--- src/rtl/mesa_pkg.sv ---
// mesa_pkg: shared constants and parser state encoding for the Mesa nibble decoder
package mesa_pkg;
    localparam logic [7:0] MESA_PREAMBLE = 8'hF0;
    localparam logic [3:0] MESA_CMD_WR = 4'h0;
    localparam logic [3:0] MESA_CMD_RD = 4'h1;
    typedef enum logic [2:0] {HUNT, SLOT, CMD, LEN, ADDR, DATA, SKIP} mesa_state_t;
endpackage

--- src/rtl/mesa_nib2byte.sv ---
// mesa_nib2byte: preamble hunt and high/low nibble pairing into byte strobes
module mesa_nib2byte
    import mesa_pkg::*;
(
    input  logic       clk,
    input  logic       reset,
    input  logic [3:0] nib_d,
    input  logic       nib_rdy,
    input  logic       realign,
    output logic       pre,
    output logic       byte_vld,
    output logic [7:0] byte_d
);
    logic       aligned_q, aligned_d, phase_q, phase_d;
    logic [3:0] prev_q, prev_d, hi_q, hi_d;
    always_comb begin
        pre = nib_rdy && !aligned_q && prev_q == MESA_PREAMBLE[7:4] && nib_d == MESA_PREAMBLE[3:0];
        byte_vld = nib_rdy && aligned_q && phase_q;
        byte_d = {hi_q, nib_d};
        aligned_d = realign ? 1'b0 : aligned_q || pre;
        phase_d = (realign || !aligned_q) ? 1'b0 : nib_rdy ? !phase_q : phase_q;
        prev_d = realign ? 4'h0 : (nib_rdy && !aligned_q) ? nib_d : prev_q;
        hi_d = (nib_rdy && aligned_q && !phase_q) ? nib_d : hi_q;
    end
    always_ff @(posedge clk) begin
        if (reset) begin
            aligned_q <= 1'b0;
            phase_q <= 1'b0;
            prev_q <= 4'h0;
            hi_q <= 4'h0;
        end else begin
            aligned_q <= aligned_d;
            phase_q <= phase_d;
            prev_q <= prev_d;
            hi_q <= hi_d;
        end
    end
endmodule

--- src/rtl/mesa_nib_decode.sv ---
// mesa_nib_decode: Mesa packet parser turning packets for this slot into local-bus strobes
module mesa_nib_decode
    import mesa_pkg::*;
#(
    parameter logic [7:0]  MY_SLOT    = 8'h00,
    parameter logic [3:0]  MY_SUBSLOT = 4'h0,
    parameter logic [15:0] TIMEOUT    = 16'd50000
) (
    input  logic        clk,
    input  logic        reset,
    input  logic [3:0]  nib_d,
    input  logic        nib_rdy,
    output logic        lb_wr,
    output logic        lb_rd,
    output logic [31:0] lb_addr,
    output logic [31:0] lb_wr_d,
    output logic        busy
);
    mesa_state_t state_q, state_d;
    logic        match_q, match_d, wr_q, wr_d, rd_q, rd_d, realign, pre, byte_vld;
    logic [3:0]  cmd_q, cmd_d;
    logic [7:0]  cnt_q, cnt_d, byte_d;
    logic [1:0]  idx_q, idx_d;
    logic [15:0] idle_q, idle_d;
    logic [23:0] wd_q, wd_d;
    logic [31:0] addr_q, addr_d, oaddr_q, oaddr_d, odata_q, odata_d;

    mesa_nib2byte u_nib2byte (
        .clk(clk), .reset(reset), .nib_d(nib_d), .nib_rdy(nib_rdy), .realign(realign),
        .pre(pre), .byte_vld(byte_vld), .byte_d(byte_d)
    );

    always_comb begin
        state_d = state_q;
        match_d = match_q;
        cmd_d = cmd_q;
        cnt_d = cnt_q;
        idx_d = idx_q;
        addr_d = addr_q;
        wd_d = wd_q;
        wr_d = 1'b0;
        rd_d = 1'b0;
        oaddr_d = oaddr_q;
        odata_d = odata_q;
        idle_d = (nib_rdy || state_q == HUNT) ? 16'd0 : idle_q + 16'd1;
        if (state_q == HUNT) begin
            if (pre) state_d = SLOT;
        end else if (byte_vld) begin
            case (state_q)
                SLOT: begin
                    match_d = byte_d == MY_SLOT;
                    state_d = CMD;
                end
                CMD: begin
                    match_d = match_q && byte_d[7:4] == MY_SUBSLOT;
                    cmd_d = byte_d[3:0];
                    state_d = LEN;
                end
                LEN: begin
                    cnt_d = byte_d;
                    idx_d = 2'd0;
                    state_d = byte_d == 8'd0 ? HUNT :
                              (match_q && (cmd_q == MESA_CMD_WR || cmd_q == MESA_CMD_RD)) ? ADDR : SKIP;
                end
                ADDR: begin
                    addr_d = {addr_q[23:0], byte_d};
                    rd_d = idx_q == 2'd3 && cmd_q == MESA_CMD_RD;
                    oaddr_d = rd_d ? addr_d : oaddr_q;
                    state_d = idx_q != 2'd3 ? ADDR : rd_d ? SKIP : DATA;
                end
                DATA: begin
                    wd_d = {wd_q[15:0], byte_d};
                    wr_d = idx_q == 2'd3;
                    oaddr_d = wr_d ? addr_q : oaddr_q;
                    odata_d = wr_d ? {wd_q, byte_d} : odata_q;
                    addr_d = wr_d ? addr_q + 32'd4 : addr_q;
                end
                default: ;
            endcase
            // every payload byte counts down; the last one ends the packet
            if (state_q == ADDR || state_q == DATA || state_q == SKIP) begin
                cnt_d = cnt_q - 8'd1;
                idx_d = idx_q + 2'd1;
                if (cnt_q == 8'd1) state_d = HUNT;
            end
        end else if (!nib_rdy && idle_q >= TIMEOUT - 16'd1) begin
            state_d = HUNT;
        end
        realign = state_q != HUNT && state_d == HUNT;
    end

    always_ff @(posedge clk) begin
        if (reset) begin
            state_q <= HUNT;
            match_q <= 1'b0;
            cmd_q <= 4'h0;
            cnt_q <= 8'd0;
            idx_q <= 2'd0;
            idle_q <= 16'd0;
            addr_q <= 32'd0;
            wd_q <= 24'd0;
            wr_q <= 1'b0;
            rd_q <= 1'b0;
            oaddr_q <= 32'd0;
            odata_q <= 32'd0;
        end else begin
            state_q <= state_d;
            match_q <= match_d;
            cmd_q <= cmd_d;
            cnt_q <= cnt_d;
            idx_q <= idx_d;
            idle_q <= idle_d;
            addr_q <= addr_d;
            wd_q <= wd_d;
            wr_q <= wr_d;
            rd_q <= rd_d;
            oaddr_q <= oaddr_d;
            odata_q <= odata_d;
        end
    end

    assign lb_wr = wr_q;
    assign lb_rd = rd_q;
    assign lb_addr = oaddr_q;
    assign lb_wr_d = odata_q;
    assign busy = state_q != HUNT;
endmodule

--- config.mk ---
export PLATFORM = sky130hd
export DESIGN_NAME = mesa_nib_decode
export DESIGN_NICKNAME = d
export VERILOG_FILES = /design/src/rtl/mesa_pkg.sv /design/src/rtl/mesa_nib2byte.sv /design/src/rtl/mesa_nib_decode.sv
export SDC_FILE = /design/constraint.sdc
export NUM_CORES = 1
export LEC_CHECK = 0
export ABC_AREA = 1
export CAP_MARGIN = 20
export CORE_ASPECT_RATIO = 0.9
export CORE_MARGIN = 4
export CORE_UTILIZATION = 45
export DETAILED_ROUTE_END_ITERATION = 8
export DONT_BUFFER_PORTS = 1
export PLACE_DENSITY = 0.66
export SYNTH_ARGS = -nofsm -noshare
export SYNTH_HDL_FRONTEND = slang
export SYNTH_SLANG_ARGS = --single-unit
--- constraint.sdc ---
create_clock -name clk -period 1.6 [get_ports clk]
set_input_delay 0.24 -clock clk [delete_from_list [all_inputs] [get_ports clk]]
set_output_delay 0.24 -clock clk [all_outputs]
set_load 0.005 [all_outputs]
## Word-level counts from Yosys, hierarchy flattened

Index checks and enable logic that the tools add are counted.

| storage, ports and cells | value |
|---|---|
| flip-flop bits (word level) | 166 |
| input port bits | 7 |
| output and inout bits | 67 |
| logic and storage cells | 101 |

| cells by class | value |
|---|---|
| add/sub/neg operators | 4 |
| magnitude comparators | 1 |
| equality and inequality tests | 13 |
| mux-type cells | 21 |
| bitwise operators | 4 |
| reductions and logical operators | 42 |

Operators by type and width:

| kind | number |
|---|---|
| 32-bit case mux with 2 select lines | 2 |
| 32-bit two-way mux | 3 |
| 32-bit by 3-bit adder with 32-bit output, second input constant | 1 |
| 3-bit two-way mux | 7 |
| 16-bit by 1-bit adder with 16-bit output, second input constant | 1 |
| 16-bit >= comparator, second input constant | 1 |
| 8-bit two-way mux | 2 |
| 4-bit logical NOT | 3 |
| 3-bit case mux with 4 select lines | 1 |
| 3-bit AND reduction | 4 |
| 1-bit logical AND | 11 |
| 2-bit two-way mux | 5 |
| 3-bit == test, second input constant | 3 |
| 8-bit by 1-bit == test with 1-bit output, second input constant | 1 |
| 8-bit logical NOT | 1 |
| 4-bit AND reduction | 2 |
| 4-bit OR reduction | 2 |
| 8-bit by 1-bit subtractor with 8-bit output, second input constant | 1 |
| 3-bit by 2-bit == test with 1-bit output, second input constant | 2 |
| 3-bit logical NOT | 2 |
| 1-bit logical OR | 6 |
| 2-bit != test, second input constant | 3 |
| 2-bit nonzero test | 3 |
| 2-bit OR reduction | 3 |
| other kinds (10) | 15 |

## Logic depth before layout (Yosys ltp)

Gate-level depths: netlist (run 1).

| logic depth | value |
|---|---|
| word-level depth | 14 |
| depth in mapped cells | 14 |
| depth with buffers taken out | 14 |

## Cells and area by module

Synthesis (run 1) repeated with hierarchy kept, for this count alone.

| unflattened totals | value |
|---|---|
| cell total of the unflattened synthesis | 1130 |
| area total of the unflattened synthesis | 7688.6 µm² |

Modules (own cells, without submodules):

| module | times used | cells each | area an instance (µm²) | sequential area each (µm²) |
|---|---|---|---|---|
| mesa_nib_decode | 1 | 1066 | 7221.9 | 3123.0 |
| mesa_nib2byte | 1 | 64 | 466.7 | 200.2 |

## Least setup slack after synthesis (run 1)

No wires, ideal clock.

| path | value |
|---|---|
| kind | reg-to-reg |
| start point | reg idle_q[0] |
| end point | reg idle_q[14] |
| library setup time | 0.120 ns |
| arrival | 1.534 ns |
| required time | 1.480 ns |
| setup slack | -0.054 ns |
| stages on the path, launching flop included | 9 |
| buffers on the path | 0 |
| clock period less this slack | 1.654 ns |
| path through | dfxtp_1 ha_1 nand3_1 nor2_1 nand4_1 or2_2 nor3_1 xor2_1 nor2_1 |

| on the way | value |
|---|---|
| cells in the longest elaborated chain, start to end | 1 |

RTL lines:

| what | line | source |
|---|---|---|
| start: declaration | mesa_nib_decode.sv:24 | `logic [15:0] idle_q, idle_d;` |
| start signal: assignment | mesa_nib_decode.sv:112 | `idle_q <= idle_d;` |
| 16-bit by 1-bit adder with 16-bit output | mesa_nib_decode.sv:45 | `idle_d = (nib_rdy \|\| state_q == HUNT) ? 16'd0 : idle_q + 16'd1;` |

No other way between the ends.
A chain may end at the register's enable or synchronous reset.

## Worst setup path after layout (run 1)

| path | value |
|---|---|
| start point | reg state_q[1] |
| end point | out busy |

| on the way | value |
|---|---|
| cells in the longest elaborated chain, start to end | 1 |

RTL lines:

| what | line | source |
|---|---|---|
| start: declaration | mesa_nib_decode.sv:19 | `mesa_state_t state_q, state_d;` |
| start signal: assignment | mesa_nib_decode.sv:107 | `state_q <= state_d;` |
| 3-bit nonzero test | mesa_nib_decode.sv:126 | `assign busy = state_q != HUNT;` |
| end: declaration | mesa_nib_decode.sv:17 | `output logic busy` |

No other way between the ends.

==> impl_metrics.json, run 1 <==
{
  "status": "finished, violations left",
  "violations": "setup timing",
  "worstSetupPathType": "register to output pin",
  "yosysSeqAreaShare_pct": 43.0,
  "crit_fanout": 3,
  "synth_warnings": 0,
  "fin_crit_ps": 1680,
  "synthDistinctLibCells": 43,
  "drc": 0,
  "grt_pass1_wl_mm": 35.5,
  "grt_max_degree": 66,
  "cts_sinks": 166,
  "wl_per_cell_um": 15.9,
  "synth.area.top_cells": "dfxtp_1 43%, nand2_1 11%, o21ai_0 8.1%, nor2_1 7.6%, a21oi_1 6.7%",
  "tightest_slew_ps": 398,
  "hold_viol": 0,
  "ant_nets": 0,
  "synth_edf_count": 0,
  "coreArea_um2": 16800,
  "initial_core_util_pct": 45.9,
  "dr.pass1.iters": 5,
  "crit_required_ps": 1360,
  "max_freq_mhz": 594,
  "grt_pass1_vias": 7161,
  "ios": 74,
  "drt_iter0_drc": 455,
  "reg2regPathDepth": 12,
  "root_buffer": "clkbuf_16",
  "peakVddDrop_mv": 0.743,
  "layout-drive-gt1-share_pct": 27.8,
  "syn_inst": 1104,
  "cts.clk_slew.worst_paths_ps": 70,
  "drv_slew": 0,
  "worstSetupStartpoint": "state_q[1]",
  "dieWidth_um": 146,
  "synth_top_area_share_pct": 43.0,
  "hp-start": "nib_d[1]",
  "cts_tree": "yes",
  "synth-seq-cells": 166,
  "r2r_start": "state_q[1]",
  "async_flop_share_pct": 0,
  "start_kind": "register",
  "die_h_um": 132,
  "antenna_found_initial": 0,
  "ys.flop_type": "dfxtp_1",
  "synth_top_area_cell": "dfxtp_1",
  "relSlewSlack_pct": 73.2,
  "worst_clock_skew_ps": 13.1,
  "worst_hold_path_type": "input port to register",
  "place_ws_ps": -90.1,
  "vias": 7888,
  "reg2reg_to": "lb_addr[0]",
  "syn_area_um2": 7720,
  "htree_levels": 4,
  "end_kind": "output pin",
  "rsz0062_at_grt": "yes",
  "via_per_inst": 5.41,
  "wirelength_mm": 23.2,
  "arrival_ps": 1440,
  "track_usage_pct": 22.2,
  "io_buffers": 0,
  "synthToLayoutAreaGrowth_pct": 34.6,
  "routabilityCongestion": 0.931,
  "power.density_nw_per_um2": 810,
  "r2r_setup_slack_ps": -30,
  "setup_viol": 9,
  "rows": 45,
  "cp-endpoint": "busy",
  "power_leakage_uw": 0.00427,
  "cts_buffer_depth": 2,
  "grt_remaining_overflow": 0,
  "setup_tns_ps": -185,
  "die_area_um2": 19300,
  "synth.net_count": 1116,
  "fin_ws_ps": -82.5,
  "cts_buffers": 17,
  "clkLatencyLatePin_ps": 440,
  "dpl.hpwl_mm": 15.1,
  "totalPowerFinal_uw": 8420,
  "drv_cap": 0,
  "final_nets": 1246,
  "finalCritPeriodShare_pct": 105,
  "avgSynthCellArea_um2": 6.99
}
==> where the power goes <==
| part | switching (µW) | total, µW | internal, µW |
|---|---|---|---|
| Combinational | 96.0 | 140 | 44.3 |
| Sequential | 3.39 | 4130 | 4130 |
| Clock | 2020 | 4150 | 2120 |
| Total | 2120 | 8420 | 6300 |
==> worst min-delay path by stage <==
stage                                     to  slack, ps  depth (start not counted)
after floorplan                    idle_q[3]        400                          3
after global placement                 lb_rd        320                          1
after detailed placement          state_q[1]        330                          1
after CTS                 u_nib2byte.hi_q[1]        0.9                          2
after global routing                cnt_q[1]          8                          2
final                               cnt_q[1]          9                          2
==> synthesized netlist by cell type (6+ instances only) <==
| master | n |
|---|---|
| nand2_1 | 225 |
| dfxtp_1 | 166 |
| nor2_1 | 156 |
| o21ai_0 | 125 |
| a21oi_1 | 103 |
| inv_1 | 88 |
| nand3_1 | 68 |
| clkbuf_1 | 25 |
| buf_2 | 21 |
| a31oi_1 | 16 |
| nor3_1 | 14 |
| nand4_1 | 13 |
| o21ai_1 | 12 |
| o211ai_1 | 6 |
==> flip-flops by register name, summed over array words and instances (netlist names) <==
register              cells
lb_rd                     1
cnt_q                     8
u_nib2byte.phase_q        1
u_nib2byte.hi_q           4
lb_wr_d                  32
wd_q                     24
u_nib2byte.prev_q         4
idx_q                     2
u_nib2byte.aligned_q      1
addr_q                   32
idle_q                   16
cmd_q                     4
state_q                   3
lb_wr                     1
lb_addr                  32
match_q                   1
==> critical path, cell delays in order, from the launching register on <==
cell,delay [ps]
dfxtp_2,340
buf_6,120
nor2_4,90
inv_2,60
buf_6,110
nor2_4,130
inv_4,50
buf_6,110
==> layer usage <==
layer	routed length, µm	vias to the layer above	GRT usage, %
met3	1450	47	6.33
li1	-	3939	-
met2	11200	224	36.2
met4	590	0	7.05
met5	0	-	0
met1	9950	3678	28.7
==> repair_timing <==
item,in CTS,in global routing
pin swaps,7,39
endpoints found under the setup margin,53,107
resized for setup,36,187
gates cloned,0,3
hold buffers,6,0
setup buffers,4,27
hold endpoints to repair,68,0
==> cell usage in the layout, fill, tap and decap left out, types with 17 or more instances in the layout <==
master and n:
nor2_1 131, clkbuf_16 20, nand2_2 19, inv_1 75
nor2_4 17, buf_4 123, dfxtp_2 28, nand2_1 204
a21oi_1 94, o21ai_0 95, dfxtp_1 136, nand3_1 62
o21ai_1 36, buf_6 22
==> stage by stage <==
stage	utilization [%]	instances	instance area [µm²]	hold slack (ps)
6_report	61.7	1459	10400	9.49
5_1_grt	61.7	1458	10400	8.00
4_1_cts	56.9	1431	9580	0.941
3_5_place_dp	52.1	1389	8770	328
3_3_place_gp	52.1	1389	8770	325
2_1_floorplan	-	1104	7730	399
==> cell type report <==
type / instances / area (µm²)
Fill cell: 1467 / 6440
Multi-Input combinational cell: 792 / 4260
Sequential cell: 166 / 3370
Timing Repair Buffer: 163 / 1510
Clock buffer: 17 / 425
Inverter: 94 / 382
Tap cell: 211 / 264
Clock inverter: 15 / 180
Antenna cell: 1 / 2.50
==> cells by family after synthesis <==
group / share of synthesized area [%]
buffers and inverters: 7.97
flip-flops: 43.0
adder cells (fa/ha/maj): 0.810
AND/OR/NAND/NOR: 28.7
XOR/XNOR: 0.794
AO/OA/AOI/OAI: 18.7
Power figures use the tool's default switching activity.
==> inputs of run 2 (changes only) <==
Settings changed: ABC_AREA 1 to 0.
==> impl_metrics.json, run 2 <==
{
  "violations": "hold timing, setup timing",
  "fin_crit_ps": 1900,
  "ant_nets": 0,
  "layout-drive-gt1-share_pct": 41.1,
  "htree_levels": 4,
  "avgSynthCellArea_um2": 7.84,
  "crit_required_ps": 1900,
  "setup_viol": 87,
  "synth_common_cells": "219 x nand2_1, 166 x dfxtp_1, 108 x a21oi_1, 96 x nor2_1, 52 x clkbuf_1",
  "cts_tree": "yes",
  "worstSetupPathType": "register to register",
  "antenna_found_initial": 0,
  "hold_path_end": "idx_q[1]",
  "finalCritPeriodShare_pct": 119,
  "cts_sinks": 166,
  "yosysMostFrequentCell": "nand2_1",
  "grt_pass1_vias": 7157,
  "synth.net_count": 994,
  "worst_clock_skew_ps": 12.4,
  "insertedDiodeCount": 0,
  "fin_ws_ps": -301,
  "relSlewSlack_pct": 68.1,
  "syn_area_um2": 7700,
  "yosysSeqAreaShare_pct": 43.2,
  "reg2regPathDepth": 8,
  "final_cell_mix": "192 x nand2_1, 153 x buf_4, 141 x dfxtp_1",
  "io_buffers": 0,
  "final_common_cell": "nand2_1",
  "drt_iter0_drc": 759,
  "end_kind": "register",
  "synth_top_area_cell": "dfxtp_1",
  "final_nets": 1160,
  "hold_viol": 32,
  "start_kind": "register",
  "syn_inst": 982,
  "synth-seq-cells": 166,
  "totalPowerFinal_uw": 8480,
  "async_flop_share_pct": 0,
  "r2r_start": "cnt_q[1]",
  "worstSetupStartpoint": "cnt_q[1]",
  "crit_fanout": 6,
  "grt_remaining_overflow": 0,
  "grt_max_degree": 143,
  "die_h_um": 132,
  "clkLatencyLatePin_ps": 430,
  "drc": 0,
  "rsz0062_at_grt": "yes",
  "drv_cap": 0,
  "cts_buffer_depth": 2,
  "ys.flop_type": "dfxtp_1",
  "synth_warnings": 0,
  "grt_pass1_wl_mm": 36.6,
  "rows": 45,
  "track_usage_pct": 23.0,
  "final_util_pct": 69.3,
  "synth_top_area_share_pct": 43.2,
  "cts_buffers": 17,
  "vias": 8239,
  "cts.clk_slew.worst_paths_ps": 70,
  "routabilityCongestion": 0.888,
  "max_freq_mhz": 526,
  "die_area_um2": 19300,
  "status": "finished, violations left",
  "whs_path_depth": 1,
  "wirelength_mm": 26.3,
  "dpl.hpwl_mm": 14.6,
  "coreArea_um2": 16800,
  "synthToLayoutAreaGrowth_pct": 51.5,
  "synth.area.top_cells": "dfxtp_1 43%, nand2_1 11%, a21oi_1 7.0%, nor2_1 4.7%, a311oi_1 4.0%",
  "tightest_slew_ps": 478,
  "hp-start": "reset",
  "initial_core_util_pct": 45.7,
  "via_per_inst": 6.01,
  "synth_edf_count": 0,
  "power.density_nw_per_um2": 727,
  "r2r_setup_slack_ps": -300,
  "wl_per_cell_um": 19.1,
  "root_buffer": "clkbuf_16",
  "power_leakage_uw": 0.00446,
  "reg2reg_to": "u_nib2byte.prev_q[0]",
  "worst_hold_path_type": "input port to register",
  "arrival_ps": 2200,
  "dieWidth_um": 146,
  "dr.pass1.iters": 5,
  "synthDistinctLibCells": 72,
  "ios": 74,
  "peakVddDrop_mv": 0.760,
  "drv_slew": 0,
  "whs_ps": -53.8
}
## run 2: worst max-delay path, cell delays in order, from the launching register on
cell      delay [ps]
dfxtp_2          330
inv_2             70
ha_4             110
or4b_4           490
o311ai_4         240
a31oi_2           70
a311oi_2         200
buf_4            180
a21oi_1           70
## run 2: cell type report
type / count / area, µm²
Timing Repair Buffer: 228 / 2300
Tap cell: 211 / 264
Inverter: 12 / 45.0
Multi-Input combinational cell: 723 / 5060
Clock buffer: 18 / 439
Fill cell: 1182 / 5160
Clock inverter: 14 / 183
Sequential cell: 166 / 3380
## run 2: per-stage QoR
step	std cells	setup TNS [ps]	area, µm²	setup WS (ps)	hold slack, ps
floorplan	982	-4470	7900	-274	376
global placement	1269	-8750	9030	-328	337
detailed placement	1269	-11480	9030	-362	342
CTS	1316	-8490	10100	-297	-115
global route	1372	-16560	11700	-388	-98.7
finish	1372	-10490	11700	-301	-53.8
## run 2: worst max path at each step
stage                           end  slack [ps]  cells after the start
2_1_floorplan  u_nib2byte.aligned_q        -270                      6
3_3_place_gp   u_nib2byte.prev_q[3]        -330                      8
3_5_place_dp   u_nib2byte.prev_q[0]        -360                      8
4_1_cts        u_nib2byte.prev_q[0]        -300                      8
5_1_grt        u_nib2byte.prev_q[0]        -390                      8
6_report       u_nib2byte.prev_q[0]        -300                      8
## run 2: kinds of logic after synthesis
kind of cell | Yosys count | share of synthesized area, %
AO/OA/AOI/OAI | 245 | 20.6
XOR/XNOR | 17 | 1.93
adder cells (fa/ha/maj) | 5 | 0.812
buffers and inverters | 93 | 5.07
flip-flops | 166 | 43.2
multiplexers | 15 | 1.98
AND/OR/NAND/NOR | 441 | 26.5
## run 2: routing by layer
| layer | GRT usage, % | wire, µm | up-vias |
|---|---|---|---|
| met4 | 6.49 | 746 | 0 |
| met1 | 31.6 | 11000 | 3948 |
| li1 | - | - | 3825 |
| met2 | 36.0 | 12400 | 399 |
| met3 | 5.74 | 2120 | 67 |
| met5 | 0 | 0 | - |
## run 2: power by group
group / leakage (µW) / switching, µW / total, µW / internal [µW]
clock: 0.000304 / 1880 / 4300 / 2420
sequential: 0.00135 / 2.88 / 4120 / 4120
combinational: 0.00280 / 34.8 / 62.6 / 27.8
total: 0.00446 / 1920 / 8480 / 6560
## run 2: what timing repair did
item | 4_1_cts | 5_1_grt
endpoints found under the setup margin | 147 | 151
hold endpoints to repair | 141 | 137
resized for setup | 53 | 259
pin swaps | 23 | 109
hold buffers | 3 | 2
cloned | 3 | 12
setup buffers | 10 | 43
==> inputs of run 3 (changes only) <==
Settings changed: SKIP_CTS_REPAIR_TIMING from default to 1.
==> impl_metrics.json, run 3 (synthesis results as in run 2) <==
{
  "status": "finished, violations left",
  "violations": "hold timing, setup timing",
  "drv_cap": 0,
  "drt_iter0_drc": 1089,
  "setup_tns_ps": -21470,
  "clkLatencyLatePin_ps": 440,
  "worstSetupPathType": "register to register",
  "antenna_found_initial": 0,
  "synthToLayoutAreaGrowth_pct": 58.4,
  "final_nets": 1170,
  "rows": 45,
  "arrival_ps": 2250,
  "coreArea_um2": 16800,
  "cts_buffers": 17,
  "io_buffers": 0,
  "cts_buffer_depth": 2,
  "dieWidth_um": 146,
  "crit_required_ps": 1930,
  "grt_pass1_wl_mm": 35.1,
  "vias": 8668,
  "drc": 0,
  "placed_area_um2": 9030,
  "track_usage_pct": 21.9,
  "die_area_um2": 19300,
  "use_met2_pct": 33.8,
  "rsz0062_at_grt": "yes",
  "ant_nets": 0,
  "final_cell_mix": "164 x nand2_1, 149 x buf_4, 144 x dfxtp_1",
  "fin_crit_ps": 1920,
  "start_kind": "register",
  "grt_use_met3_pct": 4.98,
  "htree_levels": 4,
  "whs_ps": -114,
  "power_leakage_uw": 0.00494,
  "insertedDiodeCount": 0,
  "busiest_layer": "met2",
  "dpl.hpwl_mm": 14.6,
  "peakVddDrop_mv": 0.816,
  "ios": 74,
  "fin_area_um2": 12200,
  "initial_core_util_pct": 45.7,
  "power.density_nw_per_um2": 696,
  "grt_max_degree": 143,
  "grt_remaining_overflow": 0,
  "drv_slew": 0,
  "crit_fanout": 7,
  "end_kind": "register",
  "dp.cells": 1269,
  "grt_pass1_vias": 6843,
  "die_h_um": 132,
  "wl_per_cell_um": 21.5,
  "relSlewSlack_pct": 67.8,
  "max_freq_mhz": 521,
  "cts_tree": "yes",
  "grtUsageMet1_pct": 31.1,
  "fin_ws_ps": -321,
  "layout-drive-gt1-share_pct": 47.0,
  "root_buffer": "clkbuf_16",
  "finalCritPeriodShare_pct": 120,
  "worst_clock_skew_ps": 12.1,
  "cts.clk_slew.worst_paths_ps": 70,
  "tightest_slew_ps": 480,
  "setup_viol": 129,
  "cts_sinks": 166,
  "worst_hold_path_type": "input port to register",
  "wirelength_mm": 29.8,
  "r2r_setup_slack_ps": -320,
  "dr.pass1.iters": 7,
  "via_per_inst": 6.27,
  "fin_cells": 1382,
  "final_common_cell": "nand2_1",
  "hold_viol": 33,
  "routabilityCongestion": 0.888
}
-- run 3: stage by stage --
stage	utilization, %	hold WS (ps)	setup slack (ps)	power (µW)
after global placement	53.7	337	-328	4260
after detailed placement	53.7	342	-362	4270
after CTS	57.4	-115	-391	8510
after global routing	72.5	-119	-415	8740
after floorplan	-	376	-274	4320
final	72.5	-114	-321	8490
-- run 3: layer usage --
metal	up-vias	routed length, µm
met2	590	14000
li1	3847	-
met3	127	2830
met5	-	0
met4	0	1310
met1	4104	11700
-- run 3: path summary, 6_finish.rpt --
path / end / startpoint / cells past startpoint
worst max-delay path: lb_addr[10] / state_q[0] / 8
worst min-delay path: idx_q[1] / reset / 1
worst max register to register: lb_addr[10] / state_q[0] / 8
worst min register to register: match_q / match_q / 2
-- run 3: final cells by class --
class	count	area (µm²)
Clock buffer	18	439
Clock inverter	14	183
Fill cell	1045	4630
Inverter	12	45.0
Multi-Input combinational cell	723	5390
Sequential cell	166	3370
Tap cell	211	264
Timing Repair Buffer	238	2510
-- run 3: critical path, stage by stage, from the launching register on --
cell       delay [ps]
dfxtp_4           350
buf_12            130
nor3b_4           250
nand2_2           110
o21ai_4           370
buf_12            170
clkbuf_16         150
nor2_4             30
a311oi_1          240
-- run 3: power breakdown --
group	internal (µW)	switching [µW]
Combinational	23.4	25.8
Sequential	4120	2.82
Clock	2420	1900
